**src/rtl/sw_job_sequencer.sv**
```systemverilog
// Runs up to JOB_DEPTH engine jobs (set_t once, then load/start/collect per job); results readable with 1-cycle latency.
// Waits on engine i_busy/i_valid handshakes; optional watchdog via SW_SEQ_TIMEOUT_EN.
module sw_job_sequencer #(
    parameter int JOB_DEPTH   = 4,
    parameter int RESULT_W    = 16,
    parameter int TIMEOUT_CYC = 50000
) (
    input  logic                         clk,
    input  logic                         rst,
    input  logic                         i_cfg_we,
    input  logic [$clog2(JOB_DEPTH)-1:0] i_cfg_addr,
    input  logic [15:0]                  i_cfg_data,
    input  logic [$clog2(JOB_DEPTH):0]   i_num_jobs,
    input  logic                         i_reload_t,
    input  logic                         i_go,
    input  logic [$clog2(JOB_DEPTH)-1:0] i_res_raddr,
    output logic [RESULT_W-1:0]          o_res_data,
    output logic                         o_busy,
    output logic                         o_done,
    output logic                         o_err,
    output logic [$clog2(JOB_DEPTH):0]   o_jobs_done,
    output logic                         o_set_t,
    output logic                         o_start_cal,
    output logic [3:0]                   o_match,
    output logic [3:0]                   o_mismatch,
    output logic [3:0]                   o_minusAlpha,
    output logic [3:0]                   o_minusBeta,
    input  logic                         i_busy,
    input  logic                         i_valid,
    input  logic [RESULT_W-1:0]          i_result
);

    localparam int AW = $clog2(JOB_DEPTH);

    typedef enum logic [3:0] {
        S_IDLE,
        S_SET_T,
        S_WAIT_T,
        S_LOAD,
        S_START,
        S_WAIT_VALID,
        S_WAIT_IDLE,
`ifdef SW_SEQ_TIMEOUT_EN
        S_ERR,
`endif
        S_DONE
    } state_t;

    state_t              state_q, state_d;
    logic                t_loaded_q, t_loaded_d;
    logic                tseen_q, tseen_d;
    logic [AW:0]         job_q, job_d;
    logic [AW:0]         num_q, num_d;
    logic [AW:0]         jobs_done_q, jobs_done_d;
    logic [15:0]         par_q, par_d;
    logic [RESULT_W-1:0] res_data_q;

    logic [15:0]         param_mem [JOB_DEPTH];
    logic [RESULT_W-1:0] res_mem   [JOB_DEPTH];

    logic                busy;
    logic                cfg_wr;
    logic                res_wr;
    logic [AW:0]         num_clamped;
    logic [AW:0]         job_inc;

`ifdef SW_SEQ_TIMEOUT_EN
    localparam int WDW = $clog2(TIMEOUT_CYC + 1);
    logic           err_q, err_d;
    logic [WDW-1:0] wdog_q, wdog_d;
    logic           waiting;
`endif

    assign num_clamped = (i_num_jobs > (AW+1)'(JOB_DEPTH)) ? (AW+1)'(JOB_DEPTH) : i_num_jobs;
    assign job_inc     = job_q + (AW+1)'(1);

    always_comb begin
        busy = (state_q != S_IDLE) && (state_q != S_DONE);
`ifdef SW_SEQ_TIMEOUT_EN
        busy = busy && (state_q != S_ERR);
`endif
    end

    assign cfg_wr = i_cfg_we && !busy;

    always_comb begin
        state_d     = state_q;
        t_loaded_d  = t_loaded_q;
        tseen_d     = tseen_q;
        job_d       = job_q;
        num_d       = num_q;
        jobs_done_d = jobs_done_q;
        par_d       = par_q;
        res_wr      = 1'b0;
`ifdef SW_SEQ_TIMEOUT_EN
        err_d       = err_q;
        wdog_d      = wdog_q;
        waiting     = 1'b0;
`endif
        case (state_q)
            S_IDLE: begin
                if (i_go) begin
                    job_d       = '0;
                    jobs_done_d = '0;
                    num_d       = num_clamped;
                    tseen_d     = 1'b0;
`ifdef SW_SEQ_TIMEOUT_EN
                    err_d       = 1'b0;
`endif
                    if (num_clamped == '0) begin
                        state_d = S_DONE;
                    end else if (i_reload_t || !t_loaded_q) begin
                        state_d = S_SET_T;
                    end else begin
                        state_d = S_LOAD;
                        par_d   = param_mem[0];
                    end
                end
            end
            S_SET_T: begin
                tseen_d = 1'b0;
                state_d = S_WAIT_T;
            end
            S_WAIT_T: begin
`ifdef SW_SEQ_TIMEOUT_EN
                waiting = 1'b1;
`endif
                if (i_busy) begin
                    tseen_d = 1'b1;
                end else if (tseen_q) begin
                    t_loaded_d = 1'b1;
                    state_d    = S_LOAD;
                    par_d      = param_mem[job_q[AW-1:0]];
                end
            end
            S_LOAD:  state_d = S_START;
            S_START: state_d = S_WAIT_VALID;
            S_WAIT_VALID: begin
`ifdef SW_SEQ_TIMEOUT_EN
                waiting = 1'b1;
`endif
                if (i_valid) begin
                    res_wr  = 1'b1;
                    state_d = S_WAIT_IDLE;
                end
            end
            S_WAIT_IDLE: begin
`ifdef SW_SEQ_TIMEOUT_EN
                waiting = 1'b1;
`endif
                if (!i_busy) begin
                    job_d       = job_inc;
                    jobs_done_d = jobs_done_q + (AW+1)'(1);
                    if (job_inc < num_q) begin
                        state_d = S_LOAD;
                        par_d   = param_mem[job_inc[AW-1:0]];
                    end else begin
                        state_d = S_DONE;
                    end
                end
            end
`ifdef SW_SEQ_TIMEOUT_EN
            S_ERR:   state_d = S_IDLE;
`endif
            S_DONE:  state_d = S_IDLE;
            default: state_d = S_IDLE;
        endcase

`ifdef SW_SEQ_TIMEOUT_EN
        // Watchdog overrides any handshake seen in the expiring cycle.
        if (waiting && (wdog_q == WDW'(TIMEOUT_CYC - 1))) begin
            state_d     = S_ERR;
            err_d       = 1'b1;
            t_loaded_d  = 1'b0;
            res_wr      = 1'b0;
            job_d       = job_q;
            jobs_done_d = jobs_done_q;
            par_d       = par_q;
        end
        if (state_d != state_q) begin
            wdog_d = '0;
        end else if (waiting) begin
            wdog_d = wdog_q + WDW'(1);
        end else begin
            wdog_d = '0;
        end
`endif
    end

    always_ff @(posedge clk) begin
        if (rst) begin
            state_q     <= S_IDLE;
            t_loaded_q  <= 1'b0;
            tseen_q     <= 1'b0;
            job_q       <= '0;
            num_q       <= '0;
            jobs_done_q <= '0;
            par_q       <= '0;
            res_data_q  <= '0;
`ifdef SW_SEQ_TIMEOUT_EN
            err_q       <= 1'b0;
            wdog_q      <= '0;
`endif
        end else begin
            state_q     <= state_d;
            t_loaded_q  <= t_loaded_d;
            tseen_q     <= tseen_d;
            job_q       <= job_d;
            num_q       <= num_d;
            jobs_done_q <= jobs_done_d;
            par_q       <= par_d;
            res_data_q  <= res_mem[i_res_raddr];
`ifdef SW_SEQ_TIMEOUT_EN
            err_q       <= err_d;
            wdog_q      <= wdog_d;
`endif
        end
    end

    // Slot storage survives reset so results can be read after an abort.
    always_ff @(posedge clk) begin
        if (cfg_wr) begin
            param_mem[i_cfg_addr] <= i_cfg_data;
        end
        if (res_wr) begin
            res_mem[job_q[AW-1:0]] <= i_result;
        end
    end

    assign o_busy       = busy;
    assign o_done       = (state_q == S_DONE)
`ifdef SW_SEQ_TIMEOUT_EN
                          || (state_q == S_ERR)
`endif
                          ;
`ifdef SW_SEQ_TIMEOUT_EN
    assign o_err        = err_q;
`else
    assign o_err        = 1'b0;
`endif
    assign o_set_t      = (state_q == S_SET_T);
    assign o_start_cal  = (state_q == S_START);
    assign o_jobs_done  = jobs_done_q;
    assign o_res_data   = res_data_q;
    assign o_match      = par_q[15:12];
    assign o_mismatch   = par_q[11:8];
    assign o_minusAlpha = par_q[7:4];
    assign o_minusBeta  = par_q[3:0];

endmodule

```
**config.mk**
```make
export PLATFORM = sky130hd
export DESIGN_NAME = sw_job_sequencer
export DESIGN_NICKNAME = d
export VERILOG_FILES = /design/src/rtl/sw_job_sequencer.sv
export SDC_FILE = /design/constraint.sdc
export NUM_CORES = 1
export LEC_CHECK = 0
export ABC_CLOCK_PERIOD_IN_PS = 2600
export CAP_MARGIN = 15
export CORE_MARGIN = 10
export CORE_UTILIZATION = 50
export CTS_CLUSTER_SIZE = 30
export DETAILED_ROUTE_END_ITERATION = 10
export PLACE_DENSITY = 0.8
export SETUP_SLACK_MARGIN = 0.15
export SLEW_MARGIN = 20
export SYNTH_ARGS = -nofsm -noshare
export SYNTH_HDL_FRONTEND = slang
export SYNTH_SLANG_ARGS = --single-unit
```
**constraint.sdc**
```tcl
create_clock -name clk -period 2.6 [get_ports clk]
set_clock_uncertainty 0.05 [all_clocks]
set_input_delay 0.52 -clock clk [delete_from_list [all_inputs] [get_ports clk]]
set_output_delay 0.52 -clock clk [all_outputs]
set_load 0.05 [all_outputs]
```
==> results.ini <==
[drt]
ant_nets=0
drt_iter0_markers=335
dr.pass1.iters=4
routed_wirelength_um=15000
vias=4253
wl_per_cell_um=20.1
viasPerCell=5.70
drc=0

[yosys]
synth_top_area_cell=edfxtp_1
synthFlopType=edfxtp_1
yosys-top-cells-area=edfxtp_1 (53%), mux4_2 (15%), dfxtp_1 (13%), mux2i_1 (2.2%), a211o_1 (1.9%)
seq_area_frac_synth_pct=65.9
syn_nets=506
syn_inst=453
ys_warn_count=0
avgSynthCellArea_sq_um=16.1
synthTopCellsByCount=edfxtp_1 (128), dfxtp_1 (48), mux4_2 (48)
synth_edf_count=128
syn_area_sq_um=7290
synth_top_area_share_pct=52.7
synth_most_common_cell=edfxtp_1
ys_types=42
ys_seq_elements=176
async_reset_ff_share_pct=0

[power_and_ir_drop]
finalPower_mw=7.37
p_leak_nw=3.01
p_per_area_nw_per_um2=811
ir_drop_uv=644

[clocking]
clock_sinks=176
path_clk_slew_ps=70
root_buffer=clkbuf_16
numCtsBuffers=17
cts_tree=done
clockBufferDepth=2
cts_max_level=4
hold_buffers=0
clk_latency_ps=430

[cells_and_area]
antennaDiodeCount=0
layout-drive-gt1-share_pct=21.5
finish.utilization_pct=63.0
layout.nets=602
area_growth_pct=24.6

[global_route]
grt_max_degree=35
first_global_vias=4601
grt_util_all_layers_pct=15.7
grt_overflow=0
grt_pass1_wl_um=24400
grt_antenna_before_repair=0

[sta]
hold_ws_ps=409
setup_viol=0
post-route-min-period_ps=2260
tightest_slew_ps=555
setup-tns-final_ps=0
rsz0062_at_grt=no
fmaxAchievable_mhz=443
maxSlewViolCount=0
maxSlewHeadroom_pct=62.9
timing_hold_violations_final=0
finalCritPeriodShare_pct=86.8

[setup_path]
worstSetupPathType=flop to output pin
required_ps=2030
cp-end-kind=output pin
crit_arrival_ps=1690
critPathLaunchType=flop
path_max_fanout=19

[floorplanning]
initial_core_util_pct=50.6
dieArea_sq_um=19800
io_pins=86
die_h_um=141
rows=44
core-area_sq_um=14400
die_w_um=141

[place]
io_buffers=84
dp_hpwl_um=9840
gp_congestion=0.806

[worst_hold_path]
hold_class=flop to flop

[run_status]
status=finished clean

[job]
drv_cap=0

==> cell type report <==
type	instances	area (sq um)
fill	1034	5340
sequential	176	4810
multi-input combinational	238	2350
timing repair buffer	107	1060
clock buffer	21	470
tap	184	230
clock inverter	11	140
inverter	9	33.8
==> registers in the layout, indices dropped and copies added, names as in the netlist, named ones only <==
name         flops
state_q          3
param_mem       64
num_q            3
res_mem         64
par_q           16
tseen_q          1
o_res_data      16
job_q            3
o_jobs_done      3
t_loaded_q       1
==> path summary, 6_finish.rpt <==
kind / from / to / slack, ps / cells past startpoint
max: state_q[2]$_SDFFE_PP0P_ / o_set_t / 340 / 4
min: num_q[2]$_SDFFE_PP0P_ / num_q[2]$_SDFFE_PP0P_ / 410 / 2
max reg2reg: job_q[1]$_SDFFE_PP0P_ / par_q[14]$_SDFFE_PP0P_ / 350 / 9
min reg2reg: num_q[2]$_SDFFE_PP0P_ / num_q[2]$_SDFFE_PP0P_ / 410 / 2
==> per-layer routing <==
metal | GRT usage (%) | share of wire, %
met3 | 4.43 | 5.5
met1 | 17.9 | 40
met4 | 6.90 | 2.1
met2 | 27.1 | 52
met5 | 0 | 0
==> worst max-delay path, stage by stage (launching register included) <==
cell and delay (ps):
dfxtp_1 440, buf_4 330, or2_1 230, nor2_1 60, buf_4 190
==> cells by family after synthesis <==
kind of cell,after synthesis,synth area share (%)
AO/OA/AOI/OAI,53,4.86
XOR/XNOR,5,0.601
adder cells (fa/ha/maj),7,1.20
buffers and inverters,39,2.56
flip-flops,176,65.9
multiplexers,64,17.0
other,1,0.0514
AND/OR/NAND/NOR,108,7.82
==> report_power, final <==
group / total [mW] / internal (mW) / switching [mW]
Clock: 2.59 / 1.52 / 1.07
Sequential: 3.32 / 3.19 / 0.123
Combinational: 1.47 / 0.595 / 0.871
==> repair_timing <==
item / in CTS / in global routing
setup endpoints to repair: 0 / 17
hold endpoints to repair: 0 / 0
buffers inserted: 0 / 0
resized for setup: 0 / 3
==> stage by stage <==
stage               cells  cell area (sq um)  setup WS, ps
finish                746               9090           343
floorplan             453               7370           146
CTS                   746               9080           179
global route          746               9090           167
detailed placement    714               8470           240
global placement      714               8470           296
==> placed cells by master (no fill, tap or decap), drive strengths merged, types with 2 or more instances in the layout <==
cell type / Yosys / routed
inv: 9 / 16
nor2: 25 / 25
a21oi: 25 / 25
nand3b: 3 / 3
o21ai: 3 / 3
mux2i: 16 / 16
bufinv: 0 / 2
o21a: 3 / 3
edfxtp: 128 / 128
a211o: 16 / 16
dfxtp: 48 / 48
nor3: 6 / 6
nor3b: 5 / 5
nand4: 3 / 3
or4b: 2 / 2
and2: 21 / 21
buf: 20 / 27
mux4: 48 / 48
nand2: 33 / 33
ha: 7 / 7
xnor2: 3 / 3
xor2: 2 / 2
or2: 4 / 4
clkdlybuf4s50: 0 / 80
clkbuf: 10 / 21
Note: power is estimated with default switching activity, not from simulation.
==> edit 1: new RTL, config.mk and constraints unchanged <==
`res_data_q` no longer has a reset.
--- a/src/rtl/sw_job_sequencer.sv
+++ b/src/rtl/sw_job_sequencer.sv
@@ -196,7 +196,6 @@
             num_q       <= '0;
             jobs_done_q <= '0;
             par_q       <= '0;
-            res_data_q  <= '0;
 `ifdef SW_SEQ_TIMEOUT_EN
             err_q       <= 1'b0;
             wdog_q      <= '0;
@@ -209,12 +208,15 @@
             num_q       <= num_d;
             jobs_done_q <= jobs_done_d;
             par_q       <= par_d;
-            res_data_q  <= res_mem[i_res_raddr];
 `ifdef SW_SEQ_TIMEOUT_EN
             err_q       <= err_d;
             wdog_q      <= wdog_d;
 `endif
         end
+    end
+
+    always_ff @(posedge clk) begin
+        res_data_q <= res_mem[i_res_raddr];
     end
 
     // Slot storage survives reset so results can be read after an abort.
Behaviour: differs if rst is asserted again (counterexample within 10 cycles, from zero or initial values and one cycle with rst high); with rst held inactive, the same outputs for 10 cycles.
==> edit 1 against the original RTL <==
  * Register-to-register slack lost 0.07 ns
  * Count of clock-buffer cells in the layout is 2 lower
  * Design area decreased by 2.8%
  * First-iteration DRC count increased by 1.8%
  * Wire length fell by 3.9%
  * Synthesized area down 2.6%
  * Global-route usage shrank 0.47 points
  * Sequential cell count stayed put
  * Sequential share of layout area rose by 1.5 points
  * Setup slack got worse by 0.079 ns
  * Non-clock buffer count unchanged
Power is not compared: it rests on default switching activity, and its combinational part moved more than twofold at a synthesized area within 25%.
==> edit 1: results (changes against the original RTL) <==
* Worst rel slew slack at 0.619 (was 0.629)
* First-pass GRT wire length at 23,300 um (was 24,400 um)
* WL met1 at 5880 um (was 6040 um)
* Synth cell count leaders: edfxtp_1, dfxtp_1, mux4_2, nor2_1 (was edfxtp_1, dfxtp_1, mux4_2, nand2_1, a21oi_1)
* Post-CTS sizing at 0 (unchanged)
* Synth Warn # at 0 (unchanged)
* Synth area leaders: edfxtp_1, mux4_2, dfxtp_1 (unchanged)
* Placer Congestion at 0.812 (was 0.806)
* Routed WL per cell at 20.2 um (was 20.1 um)
* DP HPWL at 9510 um (was 9840 um)
* Largest net degree at the start of global routing at 19 (was 35)
* Status: finished, final reports clean (unchanged)
* Seq/Total Area, Yosys at 0.677 (was 0.659)
* Sw frac at 0.246
* Vias in the first global route at 4,361 (was 4,601)
* Syn Nets at 475 (was 506)
* Tot GR Track Use at 0.153 (was 0.157)
* GR Util met2 at 0.257 (was 0.271)
* Final Hold Fails at 0 (unchanged)
* # nets final at 574 (was 602)
* Fmax at 428 MHz (was 443 MHz)
* Share of layout cells above drive strength 1 at 0.243 (was 0.215)
* Vias at 4,054 (was 4,253)
* Iter 0 DRT Violations at 341 (was 335)
* Met3 usage in global routing at 0.0521 (was 0.0443)
* DRT Pass-1 Iters at 5 (was 4)
* Max incr delay on CP at 0.64 ns (was 0.44 ns)
* Fill count at 974 (was 1,034)
* Crit Path Max Fanout at 15 (was 19)
* Reg2reg setup slack at 0.28 ns (was 0.35 ns)
* Dpl ws at 0.111 ns (was 0.240 ns)
* Post-route cell area at 8830 um^2 (was 9090 um^2)
* Met3 routed WL at 926 um (was 822 um)
* Synth cell types at 52 (was 42)
-- edit 1: cell families (layout without fill, tap and decap cells) --
group,after synthesis,in the layout,synth area share
buf+inv,38,150,0.0247
mux,49,49,0.154
fa+ha+maj,7,7,0.0123
other cells,1,1,0.000528
compound gates,62,62,0.0640
simple gates,86,86,0.0647
xor+xnor,3,3,0.00370
flops,176,176,0.677
-- edit 1: layout make-up --
class,instances,area share
sequential,176,0.544
multi-input combinational,208,0.247
timing repair buffer,107,0.115
clock buffer,19,0.0514
tap,180,0.0255
clock inverter,13,0.0119
inverter,11,0.00496
-- edit 1: through the flow --
step	hold WS (ns)	power [mW]	cells
final	0.430	6.22	714
after detailed placement	0.417	3.93	682
after global placement	0.415	3.91	682
after global routing	0.442	6.47	714
after CTS	0.433	6.27	714
after floorplan	0.396	3.67	422
-- edit 1: power by group through the flow --
| stage | Combinational, mW | Clock (mW) | Sequential, mW |
|---|---|---|---|
| finish | 0.705 | 2.35 | 3.17 |
| global route | 0.762 | 2.53 | 3.18 |
| CTS | 0.709 | 2.39 | 3.17 |
| detailed placement | 0.706 | 0 | 3.23 |
| global placement | 0.688 | 0 | 3.22 |
| floorplan | 0.391 | 0 | 3.27 |
-- edit 1: worst paths after layout --
check                                 from          end  depth (start not counted)
worst max-delay path            state_q[2]  o_start_cal                          3
worst min-delay path              num_q[0]     num_q[0]                          2
worst max register to register    job_q[0]    par_q[14]                          8
worst min register to register    num_q[0]     num_q[0]                          2
-- edit 1: worst max-delay path: cells and delay by family (launching register included) --
kind / cells / cell delay [ns]
AND/OR/NAND/NOR: 1 / 0.22
flip-flops: 1 / 0.64
buffers and inverters: 2 / 0.48
==> edit 2: new RTL, same settings <==
Without the edit above. Change the parameter `JOB_DEPTH` from 4 to 8.
--- a/src/rtl/sw_job_sequencer.sv
+++ b/src/rtl/sw_job_sequencer.sv
@@ -1,7 +1,7 @@
 // Runs up to JOB_DEPTH engine jobs (set_t once, then load/start/collect per job); results readable with 1-cycle latency.
 // Waits on engine i_busy/i_valid handshakes; optional watchdog via SW_SEQ_TIMEOUT_EN.
 module sw_job_sequencer #(
-    parameter int JOB_DEPTH   = 4,
+    parameter int JOB_DEPTH   = 8,
     parameter int RESULT_W    = 16,
     parameter int TIMEOUT_CYC = 50000
 ) (
Interface: changed (resized i_cfg_addr, i_num_jobs, i_res_raddr and o_jobs_done); port bits go from 86 to 90. The function was not compared with the original's and may differ.
==> edit 2 against the original RTL <==
  * Cell count is 58% higher
  * Synthesized area is 76% higher
  * Sequential cell count is 132 higher
  * First-iteration DRC count is 110% higher
  * Register-to-register slack better by 0.02 ns
  * Critical path depth is 3 lower
  * Total power is 52% higher
  * Wire length is 90% higher
  * Die area is 64% higher
  * Design area is 70% higher
  * Utilization is 1.5 points lower
  * Setup slack worse by 0.12 ns
  * Critical path type unchanged
==> edit 2: results (changes against the original RTL) <==
* Status: finished, final reports clean (unchanged)
* Pin slew with the least headroom to its limit at 0.539 ns (was 0.555 ns)
* Clk root buf: clkbuf_16 (unchanged)
* NetSw at 2.43 mW (was 2.07 mW)
* Vias in the first global route at 7,422 (was 4,601)
* Share of layout cells above drive strength 1 at 0.250 (was 0.215)
* Pleak at 5.08 nW (was 3.01 nW)
* # nets final at 876 (was 602)
* Max Buffers Root-to-Sink at 3 (was 2)
* Maximum level of the CTS H-tree at 1 (was 4)
* Synth cell types at 50 (was 42)
* Crit-path slowest cell: clkdlybuf4s50_1 (was dfxtp_1)
* CTS Buf Count at 29 (was 17)
* Top FF cell, synth: edfxtp_1 (unchanged)
* Cell family contributing the most delay on the critical path: buffers and inverters (unchanged)
* Worst endpoint data arrival time at 1.81 ns (was 1.69 ns)
* Dpl ws at 0.0890 ns (was 0.240 ns)
* Largest net degree at the start of global routing at 35 (unchanged)
* Worst flop-to-flop path startpoint: job_q[0] (was job_q[1])
* DP Area at 14,400 um^2 (was 8470 um^2)
* Synth area leaders: edfxtp_1, mux4_2, dfxtp_1 (unchanged)
* FF-to-FF End: par_q[14] (unchanged)
* Fill count at 1,660 (was 1,034)
* CP Capture Point: o_match[3] (was o_set_t)
* # port buffers at 88 (was 84)
* Synth cell count leaders: edfxtp_1, mux4_2, nor2_1, dfxtp_1, mux2i_1 (was edfxtp_1, dfxtp_1, mux4_2, nand2_1, a21oi_1)
* Seq/Total Area, Yosys at 0.681 (was 0.659)
* Reg2reg setup slack at 0.37 ns (was 0.35 ns)
* Ys async rst share at 0 (unchanged)
* Worst hold-check path type: reg2reg (unchanged)
* Iter 0 DRT Violations at 687 (was 335)
* DP HPWL at 16,600 um (was 9840 um)
* Crit Path Max Fanout at 2 (was 19)
* Placer Congestion at 0.806 (about the same)
* Synth Warn # at 0 (unchanged)
* DRT Pass-1 Iters at 5 (was 4)
* Clock slew at reported path FFs at 0.06 ns
* Hold_sp: num_q[1] (was num_q[2])
* Cell count of the worst reg-to-reg path at 7 (was 9)
* Later-pin clock latency in the skew report at 0.54 ns (was 0.43 ns)
* Syn Nets at 770 (was 506)
* Tot GR Track Use at 0.171 (was 0.157)
* Max incr delay on CP at 0.85 ns (was 0.44 ns)
* Number of synthesized flops with an enable pin at 256 (was 128)
* Routed WL per cell at 24.1 um (was 20.1 um)
* Fmax at 420 MHz (was 443 MHz)
* First-pass GRT wire length at 44,300 um (was 24,400 um)
* Peak supply drop at 0.000578 V (was 0.000644 V)
* Initial antenna violation count at 4 (was 0)
* Vias at 7,204 (was 4,253)
* Crit path from: par_q[15] (was state_q[2])
[edit 2: through the flow]
stage	power (mW)	hold WS [ns]	utilization	setup TNS [ns]	instances
6_report	11.2	0.417	0.615	0	1180
5_1_grt	11.6	0.428	0.614	0	1178
3_5_place_dp	6.62	0.399	0.571	0	1121
2_1_floorplan	6.22	0.378	-	-8.03	716
3_3_place_gp	6.60	0.395	0.571	0	1121
4_1_cts	11.3	0.405	0.614	0	1175
[edit 2: cells by family after synthesis]
logic type                 Yosys count  share of synthesized area
and+or+nand+nor                    147                     0.0561
other                                1                   0.000293
muxes                              129                      0.195
DFF                                308                      0.681
buffers and inverters               61                     0.0233
xor gates and xnor gates             5                    0.00400
adders and majority gates            5                    0.00488
AOI/OAI and AO/OA                   60                     0.0356
[edit 2: area by class of cell]
cell class,instances,share of cell area
Timing Repair Buffer,126,0.0888
Clock inverter,23,0.0223
Inverter,10,0.00243
Multi-Input combinational cell,347,0.247
Tap cell,330,0.0267
Sequential cell,308,0.564
Clock buffer,31,0.0474
Antenna cell,5,0.000808
[edit 2: power groups by stage]
stage | combinational [mW] | clock, mW | sequential (mW)
finish | 0.994 | 4.70 | 5.53
floorplan | 0.502 | 0 | 5.72
global placement | 0.977 | 0 | 5.62
CTS | 0.999 | 4.75 | 5.53
detailed placement | 0.989 | 0 | 5.63
global route | 1.06 | 4.95 | 5.54
[edit 2: timing repair]
action / 4_1_cts / 5_1_grt
setup buffers: 0 / 0
setup endpoints to repair: 0 / 4
resized for setup: 0 / 3
[edit 2: worst min path at each step]
stage                      endpoint  slack (ns)  depth (start not counted)
after CTS                 par_q[13]        0.40                          3
after global placement     num_q[1]        0.40                          2
after detailed placement   num_q[1]        0.40                          2
final                      num_q[1]        0.42                          2
after floorplan            num_q[0]        0.38                          2
after global routing       num_q[1]        0.43                          2
[edit 2: routing by layer]
metal / GRT usage / up-vias / part of all wire
met5: 0 / - / 0.00070
li1: - / 3138 / -
met4: 0.0545 / 2 / 0.019
met2: 0.281 / 316 / 0.51
met3: 0.0394 / 42 / 0.084
met1: 0.223 / 3706 / 0.39
